`src/rtl/flowmap_depth_labeller_if.sv`:
```
// Descriptor-in / label-out handshake bundle for the depth labeller.
// The master is the netlist streamer plus the label consumer; the slave is the engine.
interface flowmap_depth_labeller_if #(
  parameter int NODES = 64,
  parameter int FANIN = 2,
  parameter int LVL_W = 8
);
  localparam int IDW = $clog2(NODES);

  logic                 in_valid;
  logic                 in_ready;
  logic [IDW-1:0]       in_id;
  logic                 in_is_pi;
  logic [LVL_W-1:0]     in_level;
  logic [FANIN*IDW-1:0] in_fanin;
  logic [FANIN-1:0]     in_fanin_en;
  logic                 out_valid;
  logic                 out_ready;
  logic [IDW-1:0]       out_id;
  logic [LVL_W-1:0]     out_level;
  logic                 out_err;

  modport master (
    output in_valid, in_id, in_is_pi, in_level, in_fanin, in_fanin_en, out_ready,
    input  in_ready, out_valid, out_id, out_level, out_err
  );

  modport slave (
    input  in_valid, in_id, in_is_pi, in_level, in_fanin, in_fanin_en, out_ready,
    output in_ready, out_valid, out_id, out_level, out_err
  );
endinterface

```
`src/rtl/flowmap_depth_labeller.sv`:
```
// Streaming depth labeller: PIs keep their preset level; other nodes get max(fanin levels)+1.
// Fanin slots are read serially, so there is one result per FANIN+2 cycles (PI: 2).
module flowmap_depth_labeller #(
  parameter int NODES = 64,
  parameter int FANIN = 2,
  parameter int LVL_W = 8
) (
  input  logic                    clk,
  input  logic                    rst,
  input  logic                    clear,
  output logic                    busy,
  flowmap_depth_labeller_if.slave io
);
  localparam int IDW = $clog2(NODES);
  localparam int KW  = (FANIN > 1) ? $clog2(FANIN) : 1;
  localparam logic [LVL_W-1:0] LVL_MAX = '1;

  typedef enum logic [1:0] {IDLE, READ, EMIT} state_t;

  state_t               state_q, state_d;
  logic [NODES-1:0]     vld_q;
  logic [LVL_W-1:0]     lvl_mem [NODES];
  logic [IDW-1:0]       id_q;
  logic                 pi_q;
  logic [LVL_W-1:0]     pre_lvl_q;
  logic [FANIN*IDW-1:0] fanin_q;
  logic [FANIN-1:0]     en_q;
  logic [LVL_W-1:0]     acc_q;
  logic                 err_q;
  logic [KW-1:0]        k_q;
  logic                 first_q;

  logic                 accept;
  logic                 last_slot;
  logic                 rd_en;
  logic [IDW-1:0]       rd_id;
  logic [LVL_W-1:0]     emit_lvl;
  logic                 emit_err;
  logic                 tbl_wr;

  assign io.in_ready = (state_q == IDLE) && !clear && !rst;
  assign accept      = io.in_valid && io.in_ready;
  assign last_slot   = (k_q == KW'(FANIN - 1));
  assign rd_id       = fanin_q[int'(k_q)*IDW +: IDW];
  assign rd_en       = en_q[k_q];
  assign busy        = (state_q != IDLE);

  always_ff @(posedge clk) begin
    if (rst) state_q <= IDLE;
    else     state_q <= state_d;
  end

  always_comb begin
    state_d      = state_q;
    io.out_valid = 1'b0;
    case (state_q)
      IDLE: if (accept) state_d = io.in_is_pi ? EMIT : READ;
      READ: if (last_slot) state_d = EMIT;
      EMIT: begin
        io.out_valid = 1'b1;
        if (io.out_ready) state_d = IDLE;
      end
      default: state_d = IDLE;
    endcase
  end

  // A non-PI with no enabled slot is a constant and sits at level 0.
  always_comb begin
    emit_lvl = '0;
    emit_err = err_q;
    if (pi_q) begin
      emit_lvl = pre_lvl_q;
    end else if (en_q != '0) begin
      if (acc_q == LVL_MAX) begin
        emit_lvl = LVL_MAX;
        emit_err = 1'b1;
      end else begin
        emit_lvl = acc_q + 1'b1;
      end
    end
  end

  assign io.out_id    = io.out_valid ? id_q     : '0;
  assign io.out_level = io.out_valid ? emit_lvl : '0;
  assign io.out_err   = io.out_valid ? emit_err : 1'b0;

  always_ff @(posedge clk) begin
    if (rst) begin
      vld_q     <= '0;
      id_q      <= '0;
      pi_q      <= 1'b0;
      pre_lvl_q <= '0;
      fanin_q   <= '0;
      en_q      <= '0;
      acc_q     <= '0;
      err_q     <= 1'b0;
      k_q       <= '0;
      first_q   <= 1'b0;
    end else begin
      case (state_q)
        IDLE: begin
          if (clear) begin
            vld_q <= '0;
          end else if (accept) begin
            id_q      <= io.in_id;
            pi_q      <= io.in_is_pi;
            pre_lvl_q <= io.in_level;
            fanin_q   <= io.in_fanin;
            en_q      <= io.in_fanin_en;
            acc_q     <= '0;
            err_q     <= 1'b0;
            k_q       <= '0;
            first_q   <= 1'b1;
          end
        end
        READ: begin
          if (rd_en) begin
            if (!vld_q[rd_id])                err_q <= 1'b1;
            else if (lvl_mem[rd_id] > acc_q)  acc_q <= lvl_mem[rd_id];
          end
          if (!last_slot) k_q <= k_q + 1'b1;
        end
        EMIT: begin
          // Errored nodes lose any earlier label so consumers never see stale depth.
          if (first_q) begin
            first_q     <= 1'b0;
            vld_q[id_q] <= !emit_err;
          end
        end
        default: ;
      endcase
    end
  end

  assign tbl_wr = !rst && (state_q == EMIT) && first_q && !emit_err;

  always_ff @(posedge clk) begin
    if (tbl_wr) lvl_mem[id_q] <= emit_lvl;
  end
endmodule

```
`src/flat_wrapper.sv`:
```
// flat-port wrapper written by rule: the top's interface ports become plain ports
module flowmap_depth_labeller_flat 
#(
  parameter int NODES = 64,
  parameter int FANIN = 2,
  parameter int LVL_W = 8
)
  (clk, rst, clear, busy, io_in_valid, io_in_id, io_in_is_pi, io_in_level, io_in_fanin, io_in_fanin_en, io_out_ready, io_in_ready, io_out_valid, io_out_id, io_out_level, io_out_err);
  flowmap_depth_labeller_if #(.NODES(NODES), .FANIN(FANIN), .LVL_W(LVL_W)) io_i ();
  input  logic clk;
  input  logic rst;
  input  logic clear;
  output logic busy;
  input wire logic [$bits(io_i.in_valid)-1:0] io_in_valid;
  input wire logic [$bits(io_i.in_id)-1:0] io_in_id;
  input wire logic [$bits(io_i.in_is_pi)-1:0] io_in_is_pi;
  input wire logic [$bits(io_i.in_level)-1:0] io_in_level;
  input wire logic [$bits(io_i.in_fanin)-1:0] io_in_fanin;
  input wire logic [$bits(io_i.in_fanin_en)-1:0] io_in_fanin_en;
  input wire logic [$bits(io_i.out_ready)-1:0] io_out_ready;
  output wire logic [$bits(io_i.in_ready)-1:0] io_in_ready;
  output wire logic [$bits(io_i.out_valid)-1:0] io_out_valid;
  output wire logic [$bits(io_i.out_id)-1:0] io_out_id;
  output wire logic [$bits(io_i.out_level)-1:0] io_out_level;
  output wire logic [$bits(io_i.out_err)-1:0] io_out_err;
  assign io_i.in_valid = io_in_valid;
  assign io_i.in_id = io_in_id;
  assign io_i.in_is_pi = io_in_is_pi;
  assign io_i.in_level = io_in_level;
  assign io_i.in_fanin = io_in_fanin;
  assign io_i.in_fanin_en = io_in_fanin_en;
  assign io_i.out_ready = io_out_ready;
  assign io_in_ready = io_i.in_ready;
  assign io_out_valid = io_i.out_valid;
  assign io_out_id = io_i.out_id;
  assign io_out_level = io_i.out_level;
  assign io_out_err = io_i.out_err;
  flowmap_depth_labeller #(.NODES(NODES), .FANIN(FANIN), .LVL_W(LVL_W)) u_core (.clk(clk), .rst(rst), .clear(clear), .busy(busy), .io(io_i));
endmodule
```
`config.mk`:
```
export PLATFORM = sky130hd
export DESIGN_NAME = flowmap_depth_labeller_flat
export DESIGN_NICKNAME = d
export VERILOG_FILES = /design/src/rtl/flowmap_depth_labeller_if.sv /design/src/rtl/flowmap_depth_labeller.sv /design/src/flat_wrapper.sv
export SDC_FILE = /design/constraint.sdc
export NUM_CORES = 1
export LEC_CHECK = 0
export CAP_MARGIN = 20
export CELL_PAD_IN_SITES_DETAIL_PLACEMENT = 0
export CELL_PAD_IN_SITES_GLOBAL_PLACEMENT = 2
export CORE_AREA = 3 3 251 253
export CTS_CLUSTER_DIAMETER = 120
export DETAILED_ROUTE_END_ITERATION = 8
export DIE_AREA = 0 0 254 256
export MAX_ROUTING_LAYER = met4
export PLACE_DENSITY = 0.77
export SETUP_SLACK_MARGIN = 0.2
export SYNTH_ARGS = -nofsm -noshare
export SYNTH_HDL_FRONTEND = slang
export SYNTH_SLANG_ARGS = --single-unit
```
`constraint.sdc`:
```
create_clock -name clk -period 6.5 [get_ports clk]
set_clock_uncertainty 0.05 [all_clocks]
set_input_delay 0.975 -clock clk [delete_from_list [all_inputs] [get_ports clk]]
set_output_delay 0.975 -clock clk [all_outputs]
set_load 0.01 [all_outputs]
```
==> impl_metrics.py, run 1 <==
metrics = {
    "synth": {
        "muxShareOfSynthArea_pct": 3.25,
        "synth_top_family_by_area": "simple AND/OR/NAND/NOR gates",
        "synth_compound_area_share_pct": 12.4,
        "async_reset_ff_share_pct": 0,
        "yosys.area_share.adder_pct": 0.432,
        "ys_seq_elements": 618,
        "synth_simple_gate_area_share_pct": 13.8,
        "seq_area_frac_synth_pct": 67.2,
        "synth_edf_count": 512,
        "synth-warning-count": 0,
        "avgSynthCellArea_um2": 12.1,
        "synth-xor-area-share_pct": 0.134,
        "netlist_instances": 2157,
        "synthFlopType": "edfxtp_1",
        "synth.distinct_cells": 67,
        "syn_nets": 2200,
        "synth_area_um2": 26100,
    },
    "floorplan": {
        "fp-row-count": 91,
        "core_area_um2": 61300,
        "initial_core_util_pct": 42.5,
        "dieHeight_um": 256,
        "dieWidth_um": 254,
        "io_pins": 52,
        "die-area_um2": 65000,
    },
    "clock_tree": {
        "cts_tree": "done",
        "cts_buffer_depth": 3,
        "clk_latency_ns": 0.63,
        "cts.sinks": 618,
        "cts-resized-gates": 0,
        "cts_max_level": 3,
        "cts_buffers": 69,
        "root_buffer": "clkbuf_16",
        "post-cts-setup-buffer-count": 0,
        "cts.clk_slew.worst_paths_ns": 0.06,
        "hold_buffers": 0,
    },
    "power_and_ir_drop": {
        "p_leak_uw": 0.00916,
        "ir_worst_vdd_v": 0.000175,
        "powerDensity_nw_per_um2": 287,
    },
    "status": {
        "status": "complete, no violations",
    },
    "worst_setup_path": {
        "crit_required_ns": 6.99,
        "crit_type": "flip-flop to flip-flop",
        "worstPathArrival_ns": 5.88,
        "crit_fanout": 165,
        "r2r_end": "u_core.acc_q[4]",
        "reg2reg_depth": 17,
        "r2r_slack_ns": 1.11,
        "r2r_start": "u_core.k_q",
        "end_kind": "flip-flop",
        "startpoint_type": "flip-flop",
    },
    "detailed_routing": {
        "drt_first_pass_iters": 5,
        "vias": 17800,
        "drc": 0,
        "ant_nets": 0,
        "routedWlPerCell_um": 25.4,
        "drtIter0Drc": 1841,
        "wirelength_um": 76900,
        "viasPerCell": 5.88,
    },
    "place": {
        "placed_cell_area_um2": 27400,
        "post-place-ws_ns": 1.21,
        "gp_congestion": 0.841,
        "portBuffers": 51,
        "place_hpwl_um": 46000,
        "dp_cells": 2894,
    },
    "sta": {
        "drv_slew": 0,
        "fmax_mhz": 186,
        "period_needed_ns": 5.39,
        "hold_viol_final": 0,
        "setup-violations-final": 0,
        "period_share_pct": 82.9,
        "setup-tns-final_ns": 0,
        "slew_headroom_pct": 24.9,
        "tightestPinTransition_ns": 1.12,
        "rsz0062_at_grt": "no",
        "setup_ws_ns": 1.11,
    },
    "finish": {
        "final_cell_area_um2": 29600,
        "fillers": 5380,
        "final_cells": 3023,
        "drive_gt1_share_pct": 8.52,
        "multi_input_area_um2": 7890,
        "layout.nets": 2219,
        "seqCellArea_um2": 17500,
        "syn_to_final_growth_pct": 13.6,
    },
    "global_routing": {
        "grt.total_usage_pct": 24.1,
        "grt_overflow": 0,
        "grt_pass1_wl_um": 113000,
        "grt_max_degree": 166,
        "grt_pass1_vias": 16900,
        "antenna_found_initial": 1,
    },
    "hold_path": {
        "hold-path-endpoint": "u_core.pre_lvl_q[4]",
        "worstHoldStart": "u_core.pre_lvl_q[4]",
        "whs_path_depth": 2,
        "hp-class": "flip-flop to flip-flop",
    },
    "flow_run": {
        "maxCapViolCount": 0,
    },
}
cell type report:
type	instances	area share, %
Inverter	24	0.304
Tap cell	790	3.34
Clock inverter	38	1.33
Antenna cell	2	0.0169
Clock buffer	88	6.21
Timing Repair Buffer	94	3.03
Sequential cell	618	59.1
Multi-Input combinational cell	1369	26.6
per-stage QoR:
step           util [%]  hold WS, ns  power (uW)
3_5_place_dp       44.6        0.400        4710
3_3_place_gp       44.6        0.394        4710
4_1_cts            48.3        0.409        8560
2_1_floorplan         -        0.386        4570
5_1_grt            48.3        0.425        8750
6_report           48.3        0.411        8500
power by group:
group	internal, uW	switching [uW]
Clock	2260	1610
Combinational	123	244
Sequential	4250	15.6
Total	6630	1870
registers in the layout, summed over array words and instances (netlist names):
signal	cells
u_core.lvl_mem	512
u_core.vld_q	64
u_core.fanin_q	12
u_core.acc_q	8
u_core.pre_lvl_q	8
u_core.id_q	6
u_core.en_q	2
u_core.state_q	2
u_core.err_q	1
u_core.first_q	1
u_core.k_q	1
u_core.pi_q	1
cells by family after synthesis:
kind of cell,Yosys count
xor gates and xnor gates,4
buffers and inverters,170
adders and majority gates,9
AOI/OAI and AO/OA,504
DFF,618
and+or+nand+nor,785
muxes,67
synth_stat cells (3+ instances only):
cell type  count  share of area (%)
edfxtp_1     512                 59
nand2_1      343                4.9
nor2_1       155                2.2
a21oi_1      117                2.2
dfxtp_1      106                8.1
o21ai_0      100                1.9
clkbuf_1      80                1.2
nand3_1       74                1.4
a31oi_1       73                1.8
nand2b_1      65                1.6
nor2b_1       64                1.5
a211oi_1      60                1.7
o22ai_1       52                1.2
mux2i_1       48                1.8
buf_2         36               0.69
a22oi_1       25               0.72
inv_1         24               0.35
nor3_1        21               0.40
a221oi_1      19               0.64
and2_1        18               0.43
o2111ai_1     15               0.50
buf_1         14               0.20
mux4_2        11               0.95
or3_1         11               0.26
nand4_1       10               0.24
a32oi_1        9               0.30
ha_1           9               0.43
buf_4          8               0.23
a22oi_2        6               0.29
a221o_1        5               0.19
and3_1         4              0.096
buf_6          4               0.17
clkbuf_2       4              0.077
nand3b_1       4               0.12
mux2_2         3               0.13
o211ai_1       3              0.086
or2_2          3              0.072
xnor2_1        3               0.10
how the worst max path moves through the flow:
stage	from	endpoint	slack [ns]	cells past startpoint
2_1_floorplan	u_core.acc_q[0]	io_out_level[7]	1.32	7
3_3_place_gp	u_core.k_q	u_core.acc_q[6]	1.27	18
6_report	u_core.k_q	u_core.acc_q[4]	1.11	17
4_1_cts	u_core.k_q	u_core.acc_q[6]	1.19	17
5_1_grt	u_core.k_q	u_core.acc_q[6]	0.70	17
3_5_place_dp	u_core.k_q	u_core.acc_q[6]	1.21	17
worst max-delay path: stages (launching register included):
cell and delay [ns]:
dfxtp_1 0.90, buf_4 0.29, mux2i_4 0.27, buf_12 0.45, a211oi_1 0.20, a31oi_1 0.33
o22ai_1 0.13, o21ai_0 0.56, nand4_1 0.27, inv_1 0.10, ha_1 0.14, o21a_1 0.11
o21ai_0 0.06, a21oi_1 0.15, o221ai_1 0.22, nor4b_1 0.29, nand3_1 0.30, o22ai_1 0.27
metal layers:
layer	track usage, %	up-vias	share of wire, %
met1	33.5	8887	44
met3	5.09	97	7.9
li1	-	8068	-
met5	-	-	0
met2	36.0	727	46
met4	6.85	0	2.1
layout by cell type (no fill, tap or decap), drive strengths merged, types with 19 or more instances in the layout:
| cell | n |
|---|---|
| edfxtp | 512 |
| nand2 | 343 |
| nor2 | 157 |
| a21oi | 117 |
| dfxtp | 106 |
| o21ai | 102 |
| clkbuf | 88 |
| nand3 | 74 |
| a31oi | 73 |
| nand2b | 65 |
| nor2b | 64 |
| a211oi | 60 |
| o22ai | 53 |
| clkdlybuf4s50 | 51 |
| mux2i | 51 |
| buf | 43 |
| a22oi | 31 |
| inv | 29 |
| clkinv | 26 |
| nor3 | 21 |
| a221oi | 19 |
| and2 | 19 |
(Power assumes the default switching activity.)
==> run 2, diff against run 1 <==
- clock period: 6.5 -> 5.6 ns (I/O delays scaled with it)
==> run 2 against run 1 <==
- first-iteration DRC count fell by 7.9%
- final cell count is 0.26% higher
- register-to-register slack lost 0.38 ns
- count of clock-buffer cells in the layout shrank 1
- core utilization grew 0.34 points
- worst hold slack got worse by 0.0019 ns
- sequential power grew 16%
- total power is 16% higher
- setup slack got worse by 0.38 ns
- global-route usage decreased by 0.15 points
==> impl_metrics.py, run 2 (same netlist as run 1, synthesis figures left out) <==
metrics = {
    "detailed_routing": {
        "wl_met1_um": 33300,
        "wirelength_um": 76000,
        "vias": 17500,
        "wl_met2_um": 35000,
        "dr_wl_met3_um": 5600,
        "top_layer": "met4",
        "drc": 0,
        "ant_nets": 0,
        "drt_first_pass_iters": 5,
        "routedWlPerCell_um": 25.1,
        "viasPerCell": 5.78,
        "drtIter0Drc": 1696,
    },
    "global_routing": {
        "grt.total_usage_pct": 24.0,
        "grt_pass1_wl_um": 112000,
        "grt_max_degree": 82,
        "grt_pass1_vias": 17100,
        "grt_overflow": 0,
        "antenna_found_initial": 1,
    },
    "worst_setup_path": {
        "cp-startpoint": "u_core.k_q",
        "crit_type": "flip-flop to flip-flop",
        "end_kind": "flip-flop",
        "r2r_slack_ns": 0.74,
        "reg2reg_depth": 17,
        "r2r_end": "u_core.acc_q[2]",
        "startpoint_type": "flip-flop",
        "worstPathArrival_ns": 5.34,
        "r2r_start": "u_core.k_q",
        "crit_required_ns": 6.08,
        "crit_fanout": 31,
    },
    "floorplan": {
        "core_area_um2": 61300,
        "fp-row-count": 91,
        "dieHeight_um": 256,
        "die-area_um2": 65000,
        "initial_core_util_pct": 42.5,
        "dieWidth_um": 254,
        "io_pins": 52,
    },
    "sta": {
        "slew_headroom_pct": 17.1,
        "tightestPinTransition_ns": 1.24,
        "rsz0062_at_grt": "no",
        "drv_slew": 0,
        "fmax_mhz": 206,
        "setup-tns-final_ns": 0,
        "hold_viol_final": 0,
        "period_needed_ns": 4.86,
        "period_share_pct": 86.8,
        "setup-violations-final": 0,
    },
    "hold_path": {
        "worstHoldStart": "u_core.pre_lvl_q[0]",
        "whs_path_depth": 2,
        "hp-class": "flip-flop to flip-flop",
        "hold-path-endpoint": "u_core.pre_lvl_q[0]",
    },
    "finish": {
        "reg_top3": "u_core.lvl_mem: 512 flops, u_core.vld_q: 64 flops, u_core.fanin_q: 12 flops",
        "layout_commonest_cell": "edfxtp_1",
        "final_cells": 3031,
        "drive_gt1_share_pct": 9.06,
        "final_cell_mix": "edfxtp_1 (512), nand2_1 (342), nor2_1 (155)",
        "top_register": "u_core.lvl_mem",
        "layout.nets": 2234,
        "syn_to_final_growth_pct": 14.4,
        "largest_reg_flops": 512,
    },
    "clock_tree": {
        "cts.sinks": 618,
        "cts.clk_slew.worst_paths_ns": 0.06,
        "clk_latency_ns": 0.61,
        "cts_max_level": 3,
        "post-cts-setup-buffer-count": 0,
        "cts_buffer_depth": 3,
        "root_buffer": "clkbuf_16",
        "cts_buffers": 69,
        "cts_tree": "done",
    },
    "flow_run": {
        "maxCapViolCount": 0,
    },
    "place": {
        "place_hpwl_um": 47600,
        "portBuffers": 51,
        "gp_congestion": 0.858,
        "dp_cells": 2909,
    },
    "power_and_ir_drop": {
        "ir_worst_vdd_v": 0.000242,
        "finalPower_uw": 9870,
        "p_leak_uw": 0.00927,
        "powerDensity_nw_per_um2": 331,
    },
    "status": {
        "status": "complete, no violations",
    },
}
[run 2: cell count changes in the layout (fill, tap and decap cells not counted), sizes merged]
cell,before,now
clkinv,26,22
bufinv,6,7
clkbuf,88,87
inv,29,27
diode,2,1
buf,43,58
[run 2: final cells by class]
class	instances	area, um2
flip-flops and latches	618	17500
well taps	790	988
clock buffers	87	1840
clock inverters	33	397
repair buffers	109	1110
diodes	1	2.50
fillers	5346	31500
inverters	24	90.1
multi-input cells	1369	7890
[run 2: how the worst max path moves through the flow]
stage                     slack [ns]               to
final                           0.74  u_core.acc_q[2]
after global routing            0.37  u_core.acc_q[6]
after CTS                       0.46  u_core.acc_q[0]
after detailed placement        0.50  u_core.acc_q[7]
after global placement          0.56  u_core.acc_q[1]
after floorplan                 0.55  io_out_level[7]
[run 2: routing by layer]
| metal | vias up | track usage (%) |
|---|---|---|
| li1 | 8088 | - |
| met1 | 8700 | 32.7 |
| met2 | 617 | 36.2 |
| met3 | 123 | 5.21 |
| met4 | 0 | 7.14 |
| met5 | - | - |
[run 2: what timing repair did]
action	CTS	global route
gates resized for setup	0	1
endpoints found under the setup margin	0	8
hold buffers	0	0
hold endpoints to repair	0	0
[run 2: where the power goes]
group	leakage, uW	internal, uW	switching (uW)
logic	0.00307	151	286
clock network	0.00109	2660	1830
registers	0.00511	4930	19.1
total	0.00927	7740	2130
[run 2: worst max-delay path, cell delays in order, from the launching register on]
cell and delay, ns:
dfxtp_2 0.60, mux2_4 0.62, buf_4 0.33, mux2i_1 0.12, a221oi_1 0.29, a31oi_1 0.14
o21ai_0 0.55, nand4_1 0.31, inv_1 0.11, ha_1 0.14, a21oi_1 0.07, nor2b_1 0.10
o21ai_0 0.08, nand2b_1 0.08, o221ai_1 0.18, nor4b_1 0.38, nand3_1 0.33, o22ai_1 0.25
[run 2: stage by stage]
stage	cell area (um2)	setup WS, ns	hold WS (ns)	util, %
after CTS	29800	0.459	0.412	48.6
after global placement	27500	0.559	0.396	45.0
after global routing	29800	0.367	0.443	48.7
after detailed placement	27600	0.498	0.401	45.0
after floorplan	26100	0.554	0.386	-
final	29800	0.738	0.409	48.7
==> run 3, diff against run 2 <==
- SKIP_LAST_GASP: unset -> 1
==> results of run 3 <==
No change in the layout: final DEF, timing and power equal those of run 2.
